File: config.mk
export PLATFORM = sky130hd
export DESIGN_NAME = timer_bank
export DESIGN_NICKNAME = d
export VERILOG_FILES = /design/src/rtl/timer_bank.sv
export SDC_FILE = /design/constraint.sdc
export NUM_CORES = 2
export LEC_CHECK = 0
export CORE_UTILIZATION = 45
export DETAILED_ROUTE_END_ITERATION = 8
export SETUP_SLACK_MARGIN = 0.05
export SYNTH_ARGS = -nofsm -noshare
export SYNTH_HDL_FRONTEND = slang
export SYNTH_SLANG_ARGS = --single-unit
File: constraint.sdc
create_clock -name clk -period 12 [get_ports clk]
set_input_delay 2.4 -clock clk [delete_from_list [all_inputs] [get_ports clk]]
set_output_delay 2.4 -clock clk [all_outputs]
set_load 0.01 [all_outputs]
File: src/rtl/timer_bank.sv
`default_nettype none
// ============================================================================
// Module   : timer_bank
// Brief    : Sixteen-slot countdown timer bank with a 1 Hz prescaler, producing
//            the packed 256-bit data_raw vector for the text generator.
//            Optional macro TIMER_BANK_STICKY_EXPIRE_EN makes expiry flags sticky.
// Revision : 1.0 - initial release
// ============================================================================
module timer_bank #(
    parameter int TICK_DIV = 100000000,
    parameter int STEP_SEC = 60,
    parameter int MAX_SEC  = 5999
) (
    input  logic         clk,
    input  logic         reset,
    input  logic [7:0]   sw,
    input  logic         start_stop_p,
    input  logic         inc_p,
    input  logic         dec_p,
    input  logic         clr_p,
    output logic [255:0] data_raw,
    output logic [15:0]  running,
    output logic [15:0]  expired,
    output logic         tick
);

    typedef enum logic [0:0] {
        ST_IDLE = 1'b0,
        ST_RUN  = 1'b1
    } slot_state_e;

    localparam int              CNT_W    = (TICK_DIV > 1) ? $clog2(TICK_DIV) : 1;
    localparam logic [CNT_W-1:0] CNT_LAST = CNT_W'(TICK_DIV - 1);
    localparam logic [16:0]     STEP_17  = 17'(STEP_SEC);
    localparam logic [16:0]     MAX_17   = 17'(MAX_SEC);

    logic [CNT_W-1:0] presc_q, presc_d;
    logic             tick_q, tick_d;

    always_comb begin
        presc_d = (presc_q == CNT_LAST) ? '0 : presc_q + CNT_W'(1);
        tick_d  = (presc_q == CNT_LAST);
    end

    always_ff @(posedge clk or posedge reset) begin
        if (reset) begin
            presc_q <= '0;
            tick_q  <= 1'b0;
        end else begin
            presc_q <= presc_d;
            tick_q  <= tick_d;
        end
    end

    assign tick = tick_q;

    generate
        for (genvar k = 0; k < 16; k++) begin : g_slot
            localparam int R = k / 4;
            localparam int C = k % 4;

            slot_state_e state_q, state_d;
            logic [15:0] value_q, value_d;
            logic        exp_q, exp_d;
            logic        sel_w;
            logic        act_w;
            logic [16:0] sum_w;

            assign sel_w = sw[R] & sw[4+C];
            // Any button on a selected slot, even a cancelled inc+dec, eats the tick.
            assign act_w = sel_w & (clr_p | inc_p | dec_p | start_stop_p);
            assign sum_w = {1'b0, value_q} + STEP_17;

            always_comb begin
                state_d = state_q;
                value_d = value_q;
`ifdef TIMER_BANK_STICKY_EXPIRE_EN
                exp_d   = exp_q & ~(sel_w & (clr_p | start_stop_p));
`else
                exp_d   = 1'b0;
`endif
                if (sel_w && clr_p) begin
                    value_d = '0;
                    state_d = ST_IDLE;
                end else if (sel_w && (inc_p ^ dec_p)) begin
                    if (inc_p) begin
                        value_d = (sum_w > MAX_17) ? MAX_17[15:0] : sum_w[15:0];
                    end else if ({1'b0, value_q} > STEP_17) begin
                        value_d = value_q - STEP_17[15:0];
                    end else begin
                        value_d = '0;
                        state_d = ST_IDLE;
                    end
                end else if (sel_w && start_stop_p) begin
                    case (state_q)
                        ST_IDLE: if (value_q != '0) state_d = ST_RUN;
                        ST_RUN:  state_d = ST_IDLE;
                        default: state_d = ST_IDLE;
                    endcase
                end else if (!act_w && tick_q && (state_q == ST_RUN)) begin
                    value_d = value_q - 16'd1;
                    if (value_q == 16'd1) begin
                        state_d = ST_IDLE;
                        exp_d   = 1'b1;
                    end
                end
            end

            always_ff @(posedge clk or posedge reset) begin
                if (reset) begin
                    state_q <= ST_IDLE;
                    value_q <= '0;
                    exp_q   <= 1'b0;
                end else begin
                    state_q <= state_d;
                    value_q <= value_d;
                    exp_q   <= exp_d;
                end
            end

            assign data_raw[255-16*k -: 16] = value_q;
            assign running[k]               = (state_q == ST_RUN);
            assign expired[k]               = exp_q;
        end
    endgenerate

endmodule
`default_nettype wire

# Yosys cells after proc, flatten, opt, wreduce, memory -nomap -nowiden
# Index checks and enable logic that the tools add are counted.
# W data, S select, Z words.
# word_totals
ff_bits	316
inputBits	14
out_inout_bits	289
wordCells	777
# op_classes
addsub	49
magnitude_cmp	32
eq_ne	65
n_mux	337
n_bitwise	52
n_reduce_logical	192
# ops
operator	count
$mux W16	112
$add A16 B6 Y17 const B	16
$gt A17 B13 Y1 const B	16
$eq A16 B1 Y1 const B	16
$gt A16 B6 Y1 const B	16
$reduce_bool A16 Y1	16
$sub A16 B1 Y16 const B	16
$sub A16 B6 Y16 const B	16
$mux W1	208
$ne A3 B3 Y1 const B	48
$reduce_bool A4 Y1	32
$logic_and A1 B1 Y1	80
$reduce_and A4 Y1	16
$reduce_bool A3 Y1	16
$and A1 B1 Y1	32
$pmux W1 S2	16
$reduce_and A2 Y1	16
$add A27 B1 Y27 const B	1
$eq A27 B27 Y1 const B	1
$mux W27	1
$logic_not A1 Y1	16
$not A1 Y1	16
$or A1 B1 Y1	3
$xor A1 B1 Y1	1

# Logic depth before layout (Yosys ltp)
# logic_depth
ltp_word	11
mapped_depth	13
ltp_nobuf	10

# Worst setup path before layout
# No wires, ideal clock.
# synth_path
path_type	input to register
from	in inc_p
to	reg g_slot[14].value_q[7]
setup_ns	0.094
t_arrival_ns	4.881
required_time_ns	11.906
slack_ns	7.025
cell_stages	9
path_buffers	2
cell_sequence	buf_2 > or4_1 > buf_2 > a21o_1 > nor3_1 > nor3b_1 > mux2_2 > a221o_1 > a211oi_1
# synth_between
elab_chain_len	9
elab_cells_between_ends	15
cone_classes	eq/ne: 1; mux: 3; bitwise: 5; reduce/logical: 6
# synth_rtl
item	line_no	rtl
from (decl)	18	input logic inc_p,
$or A1 B1 Y1 (3 in series)	71	assign act_w = sel_w & (clr_p | inc_p | dec_p | start_stop_p);
$and A1 B1 Y1	71	
$logic_not A1 Y1	100	end else if (!act_w && tick_q && (state_q == ST_RUN)) begin
$logic_and A1 B1 Y1 (2 in series)	100	
$reduce_bool A3 Y1 (no source line)	-	
$reduce_and A2 Y1 (no source line)	-	
to (signal assigned)	116	value_q <= value_d;
to (decl)	63	logic [15:0] value_q, value_d;
# Several ways; a longest one is shown, not always the timed one.
# A chain may end at the register's enable or synchronous reset.

# Worst setup path in the final report
# layout_path
from	in dec_p
to	reg g_slot[1].value_q[1]
# layout_between
elab_chain_len	8
elab_cells_between_ends	13
cone_classes	eq/ne: 1; mux: 2; bitwise: 4; reduce/logical: 6
# layout_rtl
item	line_no	rtl
from (decl)	19	input logic dec_p,
$or A1 B1 Y1 (2 in series)	71	
$and A1 B1 Y1	71	
$logic_not A1 Y1	100	
$logic_and A1 B1 Y1 (2 in series)	100	
$reduce_bool A3 Y1 (no source line)	-	
$reduce_and A2 Y1 (no source line)	-	
to (signal assigned)	116	
to (decl)	63	
# Several ways; a longest one is shown, not always the timed one.

==> flow_metrics.py <==
metrics = {
    "yosys": {
        "synthesis.area_um2": 33200,
        "synthCells": 4552,
        "syn_avg_cell_area_um2": 7.29,
        "ys_ff_latch": 316,
        "seq_area_frac_synth": 0.238,
        "synth-async-reset-ratio": 1.00,
        "synth_edf_count": 0,
        "yosysTopAreaCellShare": 0.238,
        "synth_top_area_cell": "dfrtp_1",
        "synth_top_flop_cell": "dfrtp_1",
        "yosysWarnings": 0,
        "yosysUniqueCellTypes": 106,
        "synth.area.top_cells": "dfrtp_1 24%, o21ai_0 5.8%, nand2_1 5.5%",
        "syn-num-nets": 4679,
    },
    "sta": {
        "post-route-period-util": 0.503,
        "fin_crit_ps": 6040,
        "finalSetupViolations": 0,
        "tns_ps": 0,
        "rsz0062_at_grt": "false",
        "hold_viol": 0,
        "timing.fmax_mhz": 166,
        "tightest_slew_ps": 1250,
        "slew_headroom": 0.161,
        "fin_skew_ps": 14.0,
        "drv_slew": 0,
        "setup_ws_ps": 5960,
    },
    "setup_path": {
        "crit_path_end_kind": "flip-flop",
        "crit_type": "primary input to flip-flop",
        "startpoint_type": "primary input",
        "path_max_fanout": 25,
        "arrival_ps": 6520,
        "crit_required_ps": 12480,
    },
    "cts": {
        "worstSkewPairLatency_ps": 580,
        "postCtsHoldBufs": 0,
        "cts.sinks": 316,
        "clockBufferDepth": 3,
        "cts.root.buffer_cell": "clkbuf_16",
        "cts_setup_buffers": 0,
        "cts_resized": 0,
        "cts_buffers": 45,
        "cts_tree": "yes",
        "cts_htree_levels": 2,
        "clk_pin_slew_ps": 60,
    },
    "routing": {
        "via_count": 36500,
        "avgRoutedWirePerCell_um": 22.3,
        "postRouteAntennaNets": 0,
        "drtIter0Drc": 4082,
        "drc": 0,
        "drt-vias-per-instance": 6.56,
        "wl_um": 124000,
        "dr.pass1.iters": 6,
    },
    "final_layout": {
        "fillers": 7173,
        "final_cell_mix": "482 x nand2_1, 407 x nor2_1, 383 x o21ai_0",
        "final_common_cell": "nand2_1",
        "drive_gt1_frac": 0.0474,
        "syn_to_final_growth_pct": 13.5,
        "fin_nets": 4692,
        "layout.cells.non_filler": 5558,
        "fin_util": 0.517,
    },
    "power_and_ir_drop": {
        "power_density_nw_per_um2": 226,
        "swShare": 0.508,
        "combPwrFrac": 0.566,
        "leakagePower_uw": 0.0145,
        "power_uw": 8520,
        "power.switching_uw": 4330,
        "vdd_drop_max_v": 0.000117,
        "clock_power_share": 0.164,
        "seqPwrFrac": 0.270,
        "p_int_uw": 4190,
    },
    "floorplan": {
        "core.rowCount": 99,
        "design.portCount": 303,
        "fp.dieH_um": 274,
        "core_area_um2": 73000,
        "die-width_um": 274,
        "die_area_um2": 74800,
        "start_util": 0.455,
    },
    "flow_run": {
        "cap_violations": 0,
    },
    "global_route": {
        "grt_pass1_wl_um": 195000,
        "grt_max_degree": 83,
        "antenna_found_initial": 4,
        "grt_pass1_vias": 33600,
        "grt_usage": 0.320,
        "grt_overflow_total": 0,
    },
    "worst_hold_path": {
        "hp-class": "flip-flop to flip-flop",
    },
    "placement": {
        "place_hpwl_um": 85000,
        "gp_congestion": 0.942,
        "dpl_worst_slack_ps": 5560,
        "dp.cells": 5477,
        "portBuffers": 302,
    },
    "outcome": {
        "outcome": "finished clean",
    },
}
-- power groups by stage --
stage | Sequential [uW] | Clock (uW) | Combinational [uW]
6_report | 2300 | 1400 | 4830
5_1_grt | 2370 | 1460 | 5290
4_1_cts | 2270 | 1430 | 4750
3_5_place_dp | 2290 | 0 | 4730
3_3_place_gp | 2290 | 0 | 4740
2_1_floorplan | 1760 | 0 | 3610
-- registers in the layout, indices dropped and copies added, names as in the netlist --
register,count
g_slot.state_q,16
presc_q,27
tick,1
g_slot.exp_q,16
g_slot.value_q,256
-- stage by stage --
step | instance area (um^2) | hold slack [ps]
floorplan | 33200 | 433
global placement | 36200 | 456
detailed placement | 36200 | 456
CTS | 37700 | 464
global route | 37700 | 492
finish | 37700 | 461
-- worst max-delay path, cell delays in order --
cell	delay (ps)
clkdlybuf4s50_1	640
or4_2	1160
a21oi_1	560
a21oi_1	300
a21oi_1	460
nand2_1	410
nor2_1	350
o21ai_0	120
o221ai_1	110
-- kinds of logic after synthesis --
group	count (synthesis)	share of synthesized area
and+or+nand+nor	1831	0.277
AOI/OAI and AO/OA	1464	0.294
buffers and inverters	509	0.0629
DFF	316	0.238
xor gates and xnor gates	292	0.0771
adders and majority gates	113	0.0426
muxes	27	0.00837
-- worst paths after layout --
path / start / end / slack (ps) / cells after the start
setup / recovery: dec_p / g_slot[1].value_q[1] / 5960 / 9
hold / removal: presc_q[0] / presc_q[0] / 460 / 1
setup reg to reg: g_slot[14].value_q[2] / g_slot[14].value_q[8] / 7790 / 10
hold reg to reg: presc_q[0] / presc_q[0] / 460 / 1
max in group asynchronous: reset / g_slot[15].value_q[8] / 7540 / 4
min in group asynchronous: reset / g_slot[8].exp_q / 2280 / 2
-- Yosys cell counts, drive strengths merged, types with 20 or more instances --
cell	n
nor2	408
or4	38
a211o	28
a22oi	26
nor3	209
ha	113
o221ai	34
nand2b	36
or3	64
inv	127
nor4	78
a211oi	38
mux2i	21
o211ai	61
nand3	203
o22ai	53
and4	23
o311ai	27
o21ai	410
nand2	482
xor2	107
o21a	23
a31oi	65
a21o	38
clkbuf	287
dfrtp	316
and3	48
nor2b	23
a22o	20
buf	92
xnor2	185
a21oi	317
o31ai	50
and2	40
nor3b	24
o41ai	25
nand4	59
-- area by class of cell --
type / instances / area, um^2 / area share
Tap cell: 959 / 1200 / 0.0318
Antenna cell: 2 / 5.00 / 0.000133
Timing Repair Buffer: 345 / 3340 / 0.0887
Clock buffer: 59 / 1270 / 0.0337
Sequential cell: 316 / 7910 / 0.210
Clock inverter: 20 / 233 / 0.00618
Multi-Input combinational cell: 3727 / 23200 / 0.616
Inverter: 130 / 498 / 0.0132
-- metal layers --
layer	vias to the layer above	share of wire	routed length, um	global-route usage
met5	-	0.00024	30	0
li1	17000	-	-	-
met2	1691	0.45	55700	0.497
met3	245	0.077	9510	0.0445
met4	4	0.033	4040	0.120
met1	17600	0.44	54500	0.448
Power figures use the tool's default switching activity.
